### src/rtl/vga_timing_gen_if.sv
// vga_timing_gen_if: raster timing bundle from the timing generator to the
// pixel colour stage and the VGA connector.
//   h_cnt/v_cnt  scan position (10 bits each)
//   valid        active video region
//   hsync/vsync  connector sync levels
//   pix_tick     one-clk pulse when a new position is presented
//   line_start   one-clk pulse when h_cnt becomes 0
//   frame_start  one-clk pulse when (h_cnt,v_cnt) becomes (0,0)
interface vga_timing_gen_if;
  logic [9:0] h_cnt;
  logic [9:0] v_cnt;
  logic       valid;
  logic       hsync;
  logic       vsync;
  logic       pix_tick;
  logic       line_start;
  logic       frame_start;

  modport master (
    output h_cnt, v_cnt, valid, hsync, vsync, pix_tick, line_start, frame_start
  );
  modport slave (
    input  h_cnt, v_cnt, valid, hsync, vsync, pix_tick, line_start, frame_start
  );
endinterface

### src/rtl/vga_timing_gen.sv
// vga_timing_gen: VGA raster timing generator with an internal pixel
// clock-enable divider (CLK_DIV system clocks per pixel).
// Ports:
//   clk  system clock
//   rst  synchronous reset, active-high
//   vga  timing bundle (master side): position, valid, syncs, strobes
// Every output is a flop; the decoded outputs are computed from the next
// position so they change on the same edge as the counters.
module vga_timing_gen #(
  parameter int CLK_DIV  = 4,
  parameter int H_DISP   = 640,
  parameter int H_FP     = 16,
  parameter int H_SYNC   = 96,
  parameter int H_BP     = 48,
  parameter int V_DISP   = 480,
  parameter int V_FP     = 10,
  parameter int V_SYNC   = 2,
  parameter int V_BP     = 33,
  parameter bit SYNC_ACT = 1'b0
) (
  input  logic              clk,
  input  logic              rst,
  vga_timing_gen_if.master  vga
);
  localparam int H_TOTAL = H_DISP + H_FP + H_SYNC + H_BP;
  localparam int V_TOTAL = V_DISP + V_FP + V_SYNC + V_BP;
  localparam int HS_BEG  = H_DISP + H_FP;
  localparam int HS_END  = H_DISP + H_FP + H_SYNC;
  localparam int VS_BEG  = V_DISP + V_FP;
  localparam int VS_END  = V_DISP + V_FP + V_SYNC;
  localparam int DIV_W   = (CLK_DIV > 1) ? $clog2(CLK_DIV) : 1;

  generate
    if (H_TOTAL > 1024 || V_TOTAL > 1024 || CLK_DIV < 1 || CLK_DIV > 16) begin : g_param_err
      $error("vga_timing_gen: illegal geometry or CLK_DIV");
    end
  endgenerate

  logic [DIV_W-1:0] div;
  logic             adv;
  logic [9:0]       h_q, v_q, h_nxt, v_nxt;
  logic             h_wrap;
  logic             valid_q, hsync_q, vsync_q;
  logic             pix_q, line_q, frame_q;

  // With CLK_DIV=1 div is stuck at 0 and the compare is always true.
  assign adv    = (div == DIV_W'(CLK_DIV - 1));
  assign h_wrap = (h_q == 10'(H_TOTAL - 1));

  always_comb begin
    h_nxt = h_wrap ? 10'd0 : h_q + 10'd1;
    v_nxt = v_q;
    if (h_wrap) v_nxt = (v_q == 10'(V_TOTAL - 1)) ? 10'd0 : v_q + 10'd1;
  end

  always_ff @(posedge clk) begin
    if (rst) begin
      div     <= '0;
      h_q     <= 10'(H_TOTAL - 1);
      v_q     <= 10'(V_TOTAL - 1);
      valid_q <= 1'b0;
      hsync_q <= ~SYNC_ACT;
      vsync_q <= ~SYNC_ACT;
      pix_q   <= 1'b0;
      line_q  <= 1'b0;
      frame_q <= 1'b0;
    end else begin
      div <= adv ? '0 : div + 1'b1;
      if (adv) begin
        h_q     <= h_nxt;
        v_q     <= v_nxt;
        valid_q <= ({1'b0, h_nxt} < 11'(H_DISP)) && ({1'b0, v_nxt} < 11'(V_DISP));
        // 11-bit compares so an end bound of 1024 does not alias to 0.
        hsync_q <= ({1'b0, h_nxt} >= 11'(HS_BEG) && {1'b0, h_nxt} < 11'(HS_END))
                   ? SYNC_ACT : ~SYNC_ACT;
        vsync_q <= ({1'b0, v_nxt} >= 11'(VS_BEG) && {1'b0, v_nxt} < 11'(VS_END))
                   ? SYNC_ACT : ~SYNC_ACT;
        pix_q   <= 1'b1;
        line_q  <= (h_nxt == 10'd0);
        frame_q <= (h_nxt == 10'd0) && (v_nxt == 10'd0);
      end else begin
        pix_q   <= 1'b0;
        line_q  <= 1'b0;
        frame_q <= 1'b0;
      end
    end
  end

  assign vga.h_cnt       = h_q;
  assign vga.v_cnt       = v_q;
  assign vga.valid       = valid_q;
  assign vga.hsync       = hsync_q;
  assign vga.vsync       = vsync_q;
  assign vga.pix_tick    = pix_q;
  assign vga.line_start  = line_q;
  assign vga.frame_start = frame_q;
endmodule

### src/flat_wrapper.sv
// flat-port wrapper written by rule: the top's interface ports become plain ports
module vga_timing_gen_flat 
#(
  parameter int CLK_DIV  = 4,
  parameter int H_DISP   = 640,
  parameter int H_FP     = 16,
  parameter int H_SYNC   = 96,
  parameter int H_BP     = 48,
  parameter int V_DISP   = 480,
  parameter int V_FP     = 10,
  parameter int V_SYNC   = 2,
  parameter int V_BP     = 33,
  parameter bit SYNC_ACT = 1'b0
)
  (clk, rst, vga_h_cnt, vga_v_cnt, vga_valid, vga_hsync, vga_vsync, vga_pix_tick, vga_line_start, vga_frame_start);
  vga_timing_gen_if vga_i ();
  input  logic clk;
  input  logic rst;
  output wire logic [$bits(vga_i.h_cnt)-1:0] vga_h_cnt;
  output wire logic [$bits(vga_i.v_cnt)-1:0] vga_v_cnt;
  output wire logic [$bits(vga_i.valid)-1:0] vga_valid;
  output wire logic [$bits(vga_i.hsync)-1:0] vga_hsync;
  output wire logic [$bits(vga_i.vsync)-1:0] vga_vsync;
  output wire logic [$bits(vga_i.pix_tick)-1:0] vga_pix_tick;
  output wire logic [$bits(vga_i.line_start)-1:0] vga_line_start;
  output wire logic [$bits(vga_i.frame_start)-1:0] vga_frame_start;
  assign vga_h_cnt = vga_i.h_cnt;
  assign vga_v_cnt = vga_i.v_cnt;
  assign vga_valid = vga_i.valid;
  assign vga_hsync = vga_i.hsync;
  assign vga_vsync = vga_i.vsync;
  assign vga_pix_tick = vga_i.pix_tick;
  assign vga_line_start = vga_i.line_start;
  assign vga_frame_start = vga_i.frame_start;
  vga_timing_gen #(.CLK_DIV(CLK_DIV), .H_DISP(H_DISP), .H_FP(H_FP), .H_SYNC(H_SYNC), .H_BP(H_BP), .V_DISP(V_DISP), .V_FP(V_FP), .V_SYNC(V_SYNC), .V_BP(V_BP), .SYNC_ACT(SYNC_ACT)) u_core (.clk(clk), .rst(rst), .vga(vga_i));
endmodule
### config.mk
export PLATFORM = sky130hd
export DESIGN_NAME = vga_timing_gen_flat
export DESIGN_NICKNAME = d
export VERILOG_FILES = /design/src/rtl/vga_timing_gen_if.sv /design/src/rtl/vga_timing_gen.sv /design/src/flat_wrapper.sv
export SDC_FILE = /design/constraint.sdc
export NUM_CORES = 1
export LEC_CHECK = 0
export ABC_AREA = 1
export CAP_MARGIN = 20
export CORE_MARGIN = 3
export CORE_UTILIZATION = 31
export DETAILED_ROUTE_END_ITERATION = 6
export MAX_ROUTING_LAYER = met4
export PLACE_DENSITY_LB_ADDON = 0.2
export SYNTH_ARGS = -nofsm -noshare
export SYNTH_HDL_FRONTEND = slang
export SYNTH_SLANG_ARGS = --single-unit
### constraint.sdc
create_clock -name clk -period 1.5 [get_ports clk]
set_input_delay 0.15 -clock clk [delete_from_list [all_inputs] [get_ports clk]]
set_output_delay 0.15 -clock clk [all_outputs]
set_load 0.005 [all_outputs]
[Word level (Yosys, flattened, before mapping)]
Cells that the tools add are included.
Operators by class
  $add $sub $neg: 3
  multipliers: 0
  div/mod/pow operators: 0
  $lt $le $gt $ge: 6
  equality and inequality tests: 3
  shift-type cells: 0
  muxes and demuxes: 6
  bitwise logic cells: 1
  reduce and logical (&&, ||, !) cells: 8
Operator list (count)
  $mux 10: 3
  $add 10x1->10 const B: 2
  $eq 10x10->1 const B: 2
  $logic_not 10->1: 2
  $lt 10x10->1 const B: 2
  $lt 10x9->1 const B: 2
  $ge 10x10->1 const B: 1
  $ge 10x9->1 const B: 1
  $logic_and 1x1->1: 4
  $reduce_or 2->1: 2
  $mux 1: 3
  $add 2x1->2 const B: 1
  $eq 2x2->1 const B: 1
  $not 1->1: 1
Storage, ports and cells
  register bits: 28
  bits in latches: 0
  bits in writable memories: 0
  bits in read-only memories: 0
  input bits: 2
  word-level logic and storage cells: 36
  memories kept: 0

[Depth between registers and ports, before layout]
Gate-level depths: netlist of the first run.
  word-level depth: 6
  depth in mapped cells: 13

[Least setup slack after synthesis of the first run]
Ideal clock, no wire load.
  kind: flip-flop to flip-flop
  start point: register u_core.h_q[0] (netlist: u_core.vga.h_cnt[0])
  end point: register u_core.vsync_q (netlist: u_core.vga.vsync)
  arrival: 1528 ps
  data required time: 1387 ps
  setup slack: -141 ps
  stages on the path, launching flop included: 14
  buffers on the path: 1
  cell sequence: dfxtp_1 > ha_1 > nand2_2 > inv_2 > nand2_4 > nor2_8 > buf_12 > nand2_1 > nand2_1 > nand2_1 > nor2_2 > nand2_1 > nor2_1 > nor2_1
Between the ends
  longest elaborated chain between the ends: 5
  elaborated cells on any way between the ends: 6
  classes of those cells: 2 x order compare; 1 x eq/ne; 2 x mux; 1 x reduce/logical
Ends and longest elaborated chain
  start, declared: line vga_timing_gen.sv:41  | logic [9:0] h_q, v_q, h_nxt, v_nxt;
  start signal, assigned: line vga_timing_gen.sv:59  | h_q <= 10'(H_TOTAL - 1);
  start signal, assigned: line vga_timing_gen.sv:70  | h_q <= h_nxt;
  $eq 10x10->1 *: line vga_timing_gen.sv:48  | assign h_wrap = (h_q == 10'(H_TOTAL - 1));
  $mux 10 *: line vga_timing_gen.sv:53  | if (h_wrap) v_nxt = (v_q == 10'(V_TOTAL - 1)) ? 10'd0 : v_q + 10'd1;
  $ge 10x9->1 or $lt 10x9->1 (tied branches): line vga_timing_gen.sv:76  | vsync_q <= ({1'b0, v_nxt} >= 11'(VS_BEG) && {1'b0, v_nxt} < 11'(VS_END))
  $logic_and 1x1->1 *: line vga_timing_gen.sv:76
  $mux 1 *: line vga_timing_gen.sv:77  | ? SYNC_ACT : ~SYNC_ACT;
  end signal, assigned: line vga_timing_gen.sv:63  | vsync_q <= ~SYNC_ACT;
  end signal, assigned: line vga_timing_gen.sv:76
  end, declared: line vga_timing_gen.sv:43  | logic valid_q, hsync_q, vsync_q;
Mark *: on every way between the ends. The rest lies on a longest branch, timed or not.
A chain may end at the register's enable or synchronous reset.

[Final worst setup path of the first run]
  start point: register u_core.v_q[0] (netlist: u_core.vga.v_cnt[0])
  end point: register u_core.vsync_q (netlist: u_core.vga.vsync)
Between the ends
  longest elaborated chain between the ends: 6
  elaborated cells on any way between the ends: 8
  classes of those cells: 1 x add/sub; 2 x order compare; 1 x eq/ne; 3 x mux; 1 x reduce/logical
Ends and longest elaborated chain
  start, declared: line vga_timing_gen.sv:41
  start signal, assigned: line vga_timing_gen.sv:60  | v_q <= 10'(V_TOTAL - 1);
  start signal, assigned: line vga_timing_gen.sv:71  | v_q <= v_nxt;
  $add 10x1->10 or $eq 10x10->1 (tied branches): line vga_timing_gen.sv:53
  $mux 10: line vga_timing_gen.sv:53
  $mux 10 *: line vga_timing_gen.sv:53
  $ge 10x9->1 or $lt 10x9->1 (tied branches): line vga_timing_gen.sv:76
  $logic_and 1x1->1 *: line vga_timing_gen.sv:76
  $mux 1 *: line vga_timing_gen.sv:77
Marks and branches as above.

==> reports/results.tsv, run 1 <==
metric	value	unit
adder-cell area share of the yosys netlist	2.926	%
Finished Layout Cells	420	
initial antenna violation count	0	
Max-Cap Viols	0	
H-tree level count	1	
Chip Width	80.28	um
VDD IR-drop max	0.4212	mV
Slew @ Worst Pin	345.5	ps
per-cell routed wire length	12.50	um
DP HPWL	3.728	mm
global-route wire length before repair	8.500	mm
Tmin final	1599	ps
Max clock buf depth	2	
Die Ht	80.28	um
RSZ-0062 raised after global routing	yes	
CP Capture Type	flip-flop	
violated checks	negative setup slack	
status	finished, violations left	
compound-cell area share of the yosys netlist	11.92	%
Avg Vias per Cell	4.638	
number of global-route vias before repair	1776	
Synth Area in XOR/XNOR	0.5121	%
Mapped Area	0.001710	sq mm
Slew Limit Fails	0	
Layout Nets	357	
IO Pins	28	
Hold Path Class	flip-flop to flip-flop	
Syn Inst Count	252	
Worst-path clk slew	100	ps
post-route ant nets	0	
Yosys reg bits	28	
1st-iter DRT viols	97	
pin count of the biggest net entering global routing	16	
syn nets	258	
period utilisation layout	106.6	%
CTS tree	done	
final hold slack	424.6	ps
Power Density	840.9	mW/mm^2
pre-CTS setup slack	-266.5	ps
Worst Path Arrival	1790	ps
gr ovfl total	0	
critical path type	flip-flop to flip-flop	
worst skew pair latency	280	ps
slew margin rel.	76.72	%
core area	0.005238	sq mm
warnings from Yosys	0	
Final setup viols	8	
Root Buffer	clkbuf_8	
clk_skew	1.299	ps
fraction of layout cells with a size suffix above 1	44.00	%
Initial Utilization	32.66	%
Area growth syn-to-layout	68.32	%
Placed Cells incl. Taps	401	
sequential area share after synthesis	32.77	%
CP startpoint kind	flip-flop	
GPL Wtd Cong	0.8927	
Unique masters post-synth	32	
Worst EP required	1690	ps
Vias	1948	
crit path max fanout	4	
DRC viols	0	
Achievable Freq	0.6254	GHz
syn_area_per_cell	6.787	sq um
total iterations of the first detailed-routing run	4	
final wirelength	5.250	mm
largest family of logic cells by synthesized area	simple AND/OR/NAND/NOR gates	
mux share of post-synthesis cell area	0	%
Leak	1.304	nW
IO buf count	27	
n_diodes	0	
Total Die Area	0.006445	sq mm
gr usage total	17.35	%
total CTS buffers	3	
clock sink count	28	
setup ws final	-99.06	ps
count of final hold-check violations	0	
Post-Synth Simple-Gate Area	39.87	%
FP Rows	26	
==> logic make-up after synthesis <==
logic type,after synthesis
adder cells (fa/ha/maj),4
AND/OR/NAND/NOR,139
AO/OA/AOI/OAI,32
XOR/XNOR,1
flip-flops,28
buffers and inverters,48
==> per-stage QoR <==
step                setup TNS, ps  util (%)  power, W  instance area (sq um)
finish                     -510.7     54.97  0.002421                   2879
global route                -1607     54.97  0.002563                   2879
CTS                        -586.5     51.48  0.002333                   2696
detailed placement          -1519     47.40  0.001708                   2482
global placement            -1183     47.40  0.001703                   2482
floorplan                       0         -  0.001374                   1740
==> timing repair <==
item | 4_1_cts | 5_1_grt
hold buffers | 0 | 0
cloned | 2 | 0
setup buffers | 6 | 7
resized for setup | 33 | 43
setup endpoints to repair | 23 | 24
pin swaps | 7 | 12
==> layout make-up <==
| type | count | area (sq um) |
|---|---|---|
| Sequential cell | 28 | 589.3 |
| Multi-Input combinational cell | 178 | 1189 |
| Inverter | 43 | 163.9 |
| Fill cell | 506 | 2359 |
| Timing Repair Buffer | 97 | 804.5 |
| Clock inverter | 1 | 3.754 |
| Clock buffer | 3 | 41.29 |
| Tap cell | 70 | 87.58 |
==> worst max-delay path: stages (launching register included) <==
cell and delay, ps:
dfxtp_2 360, inv_1 110, ha_4 160, inv_1 50, nor2_2 150, nand4_4 130, nand4_1 150, nand2_1 90
nor2_1 110, nand2_1 50, nor2_1 110, nor2_1 50
==> cells in the final DEF (no fill, tap or decap), types with 3 or more instances in the layout <==
cell / n
ha_4: 3
clkdlybuf4s50_1: 25
inv_1: 37
clkbuf_8: 3
a21oi_1: 4
o21ai_2: 3
nand3_1: 12
nand2_1: 48
buf_4: 67
dfxtp_1: 13
nor2_4: 8
buf_6: 3
inv_2: 5
nand4_1: 7
o22ai_1: 7
nand3_2: 11
o21ai_0: 4
nand2_2: 14
nor2_2: 7
dfxtp_4: 4
nor2_1: 25
dfxtp_2: 11
==> final timing paths <==
check | from | end | slack (ps) | cells after the start
max reg2reg | u_core.vga.v_cnt[0]$_SDFFE_PP0P_ | u_core.vga.vsync$_SDFFE_PP1P_ | -100 | 11
min reg2reg | u_core.div[0]$_SDFF_PP0_ | u_core.div[0]$_SDFF_PP0_ | 420 | 1
min | u_core.div[0]$_SDFF_PP0_ | u_core.div[0]$_SDFF_PP0_ | 420 | 1
max | u_core.vga.v_cnt[0]$_SDFFE_PP0P_ | u_core.vga.vsync$_SDFFE_PP1P_ | -100 | 11
==> sequential cells by signal (all words and copies together), names as in the netlist <==
register and cells:
u_core.vga.frame_start 1, u_core.vga.v_cnt 10, u_core.vga.h_cnt 10, u_core.vga.pix_tick 1, u_core.vga.hsync 1, u_core.vga.valid 1
u_core.vga.line_start 1, u_core.vga.vsync 1, u_core.div 2
==> synthesized netlist by cell type (all sizes together) <==
cell type / instances / share of area (%)
nor2: 40 / 11
a22oi: 4 / 1.8
nand4: 8 / 3.3
o22a: 1 / 0.51
inv: 43 / 9.4
o22ai: 9 / 3.3
dfxtp: 28 / 33
clkbuf: 3 / 0.73
ha: 4 / 2.9
nand3: 24 / 9.1
o211ai: 1 / 0.44
nand2: 65 / 15
nor3: 1 / 0.29
o21ai: 9 / 2.9
nand3b: 1 / 1.2
o21a: 1 / 0.44
xor2: 1 / 0.51
o31ai: 1 / 0.44
o311ai: 1 / 0.51
a21oi: 5 / 1.7
buf: 2 / 1.8
==> power breakdown <==
part / internal, W / switching, W
registers: 0.000774 / 0.0000261
logic: 0.000569 / 0.000614
clock network: 0.000184 / 0.000253
==> per-layer routing <==
metal	part of all wire [%]	global-route usage (%)	up-vias	routed length [um]
met4	2.6	6.081	0	139
li1	-	-	1015	-
met2	43	24.75	47	2260
met3	3.7	2.130	11	193
met5	0	-	-	0
met1	51	25.02	875	2656
(Power assumes the default switching activity.)
==> run 2, diff against run 1 <==
--- a/config.mk
+++ b/config.mk
@@ -12,6 +12,7 @@
 export DETAILED_ROUTE_END_ITERATION = 6
 export MAX_ROUTING_LAYER = met4
 export PLACE_DENSITY_LB_ADDON = 0.2
+export RECOVER_POWER = 25
 export SYNTH_ARGS = -nofsm -noshare
 export SYNTH_HDL_FRONTEND = slang
 export SYNTH_SLANG_ARGS = --single-unit
==> run 2 against run 1 <==
The flow still finishes with violations (negative setup slack); fmax barely moved; cell count is the same; setup slack improved by 0.63 ps; combinational power barely moved; utilization is the same; design area stayed put; sequential share of layout area is the same; hold slack unchanged; critical endpoint unchanged; clock power about the same.
==> reports/results.tsv, run 2 (synthesis gave the netlist of run 1 again) <==
metric	value	unit
Root Buffer	clkbuf_8	
FP Rows	26	
initial antenna violation count	0	
commonest non-fill, non-tap cell in the layout	buf_4	
CP Cell Sequence	inv_1, ha_4, inv_1, nor2_2, nand4_4, nand4_1, nand2_1, nor2_1, nand2_1, nor2_1, nor2_1	
Fillers	506	
Hold Path Class	flip-flop to flip-flop	
Slew Limit Fails	0	
met3 Resource Use GR	2.130	%
fraction of layout cells with a size suffix above 1	44.00	%
CP delay by family, top	simple AND/OR/NAND/NOR gates	
Slew @ Worst Pin	345.5	ps
hold buffer count at CTS	0	
final wirelength	5.247	mm
CP max-delay cell	dfxtp_2	
total CTS buffers	3	
Power Total	0.002420	W
Initial Utilization	32.66	%
count of final hold-check violations	0	
Placed Cells incl. Taps	401	
worst skew pair latency	280	ps
IO Pins	28	
core area	0.005238	sq mm
DP HPWL	3.728	mm
Area growth syn-to-layout	68.32	%
Worst Path Arrival	1780	ps
Max clock buf depth	2	
pin count of the biggest net entering global routing	16	
per-cell routed wire length	12.49	um
CP Capture Type	flip-flop	
CP startpoint kind	flip-flop	
Finished Layout Cells	420	
total iterations of the first detailed-routing run	4	
clk_skew	1.300	ps
Power Density	840.4	mW/mm^2
Max-Cap Viols	0	
slew margin rel.	76.72	%
critical path type	flip-flop to flip-flop	
setup ws final	-98.43	ps
IO buf count	27	
gr ovfl total	0	
Layout Nets	357	
RSZ-0062 raised after global routing	yes	
number of global-route vias before repair	1776	
pre-CTS setup slack	-266.5	ps
busiest grt layer	met1	
Vias	1948	
Tmin final	1598	ps
met2 Use GR	24.75	%
crit path max fanout	4	
GRT met1 Usage	25.02	%
Avg Vias per Cell	4.638	
Leak	1.315	nW
global-route wire length before repair	8.500	mm
gr usage total	17.35	%
H-tree level count	1	
Crit path largest cell delay	360	ps
period utilisation layout	106.6	%
Worst-path clk slew	100	ps
Total Die Area	0.006445	sq mm
CTS tree	done	
Worst Path Buf+Inv	2	
most frequent CP cell	nor2_1	
Die Ht	80.28	um
DRC viols	0	
commonest non-fill, non-tap cells in the layout	buf_4, nand2_1, inv_1	
n_diodes	0	
clock sink count	28	
1st-iter DRT viols	97	
Achievable Freq	0.6256	GHz
GPL Wtd Cong	0.8927	
status	finished, violations left	
Chip Width	80.28	um
Final setup viols	8	
final hold slack	424.6	ps
VDD IR-drop max	0.4212	mV
violated checks	negative setup slack	
Worst EP required	1690	ps
post-route ant nets	0	
[run 2: final timing paths]
kind                                    start                            end  slack, ps  depth (start not counted)
max          u_core.vga.v_cnt[0]$_SDFFE_PP0P_  u_core.vga.vsync$_SDFFE_PP1P_       -100                         11
min                  u_core.div[0]$_SDFF_PP0_       u_core.div[0]$_SDFF_PP0_        420                          1
max reg2reg  u_core.vga.v_cnt[0]$_SDFFE_PP0P_  u_core.vga.vsync$_SDFFE_PP1P_       -100                         11
min reg2reg          u_core.div[0]$_SDFF_PP0_       u_core.div[0]$_SDFF_PP0_        420                          1
[run 2: layer usage]
metal | vias to the layer above | wire length (um)
li1 | 1015 | -
met1 | 875 | 2654
met2 | 47 | 2260
met3 | 11 | 193
met4 | 0 | 139
met5 | - | 0
[run 2: worst register-to-register path, cell delays in order (launching register included)]
cell     delay, ps
dfxtp_2        360
inv_1          110
ha_4           160
inv_1           50
nor2_2         150
nand4_4        130
nand4_1        150
nand2_1         90
nor2_1         110
nand2_1         50
nor2_1         110
nor2_1          50
[run 2: through the flow]
stage | util, % | instance area, sq um | setup TNS [ps]
6_report | 54.97 | 2879 | -511.4
5_1_grt | 54.97 | 2879 | -1607
4_1_cts | 51.48 | 2696 | -586.5
3_5_place_dp | 47.40 | 2482 | -1519
3_3_place_gp | 47.40 | 2482 | -1183
2_1_floorplan | - | 1740 | 0
[run 2: final cells by class]
cell class	instances	area [sq um]	share of cell area, %
multi-input combinational	178	1189	41.29
timing repair buffer	97	804.5	27.94
sequential	28	589.3	20.47
inverter	43	163.9	5.693
tap	70	87.58	3.042
clock buffer	3	41.29	1.434
clock inverter	1	3.754	0.1304
[run 2: what timing repair did]
| item | in CTS | in global routing |
|---|---|---|
| setup buffers | 6 | 7 |
| gates resized for setup | 33 | 43 |
| gates cloned | 2 | 0 |
| endpoints found under the setup margin | 23 | 24 |
| pin swaps | 7 | 12 |
[run 2: power by group]
| group | leakage (nW) | switching (W) | internal (W) |
|---|---|---|---|
| combinational | 1.06 | 0.000614 | 0.000567 |
| sequential | 0.230 | 0.0000259 | 0.000774 |
| clock | 0.0231 | 0.000253 | 0.000184 |
==> run 3, diff against run 2 <==
--- a/config.mk
+++ b/config.mk
@@ -9,6 +9,7 @@
 export CAP_MARGIN = 20
 export CORE_MARGIN = 3
 export CORE_UTILIZATION = 31
+export CTS_CLUSTER_SIZE = 25
 export DETAILED_ROUTE_END_ITERATION = 6
 export MAX_ROUTING_LAYER = met4
 export PLACE_DENSITY_LB_ADDON = 0.2
==> results of run 3 <==
Same layout as run 2: the final DEF is identical, and so are final timing and power.
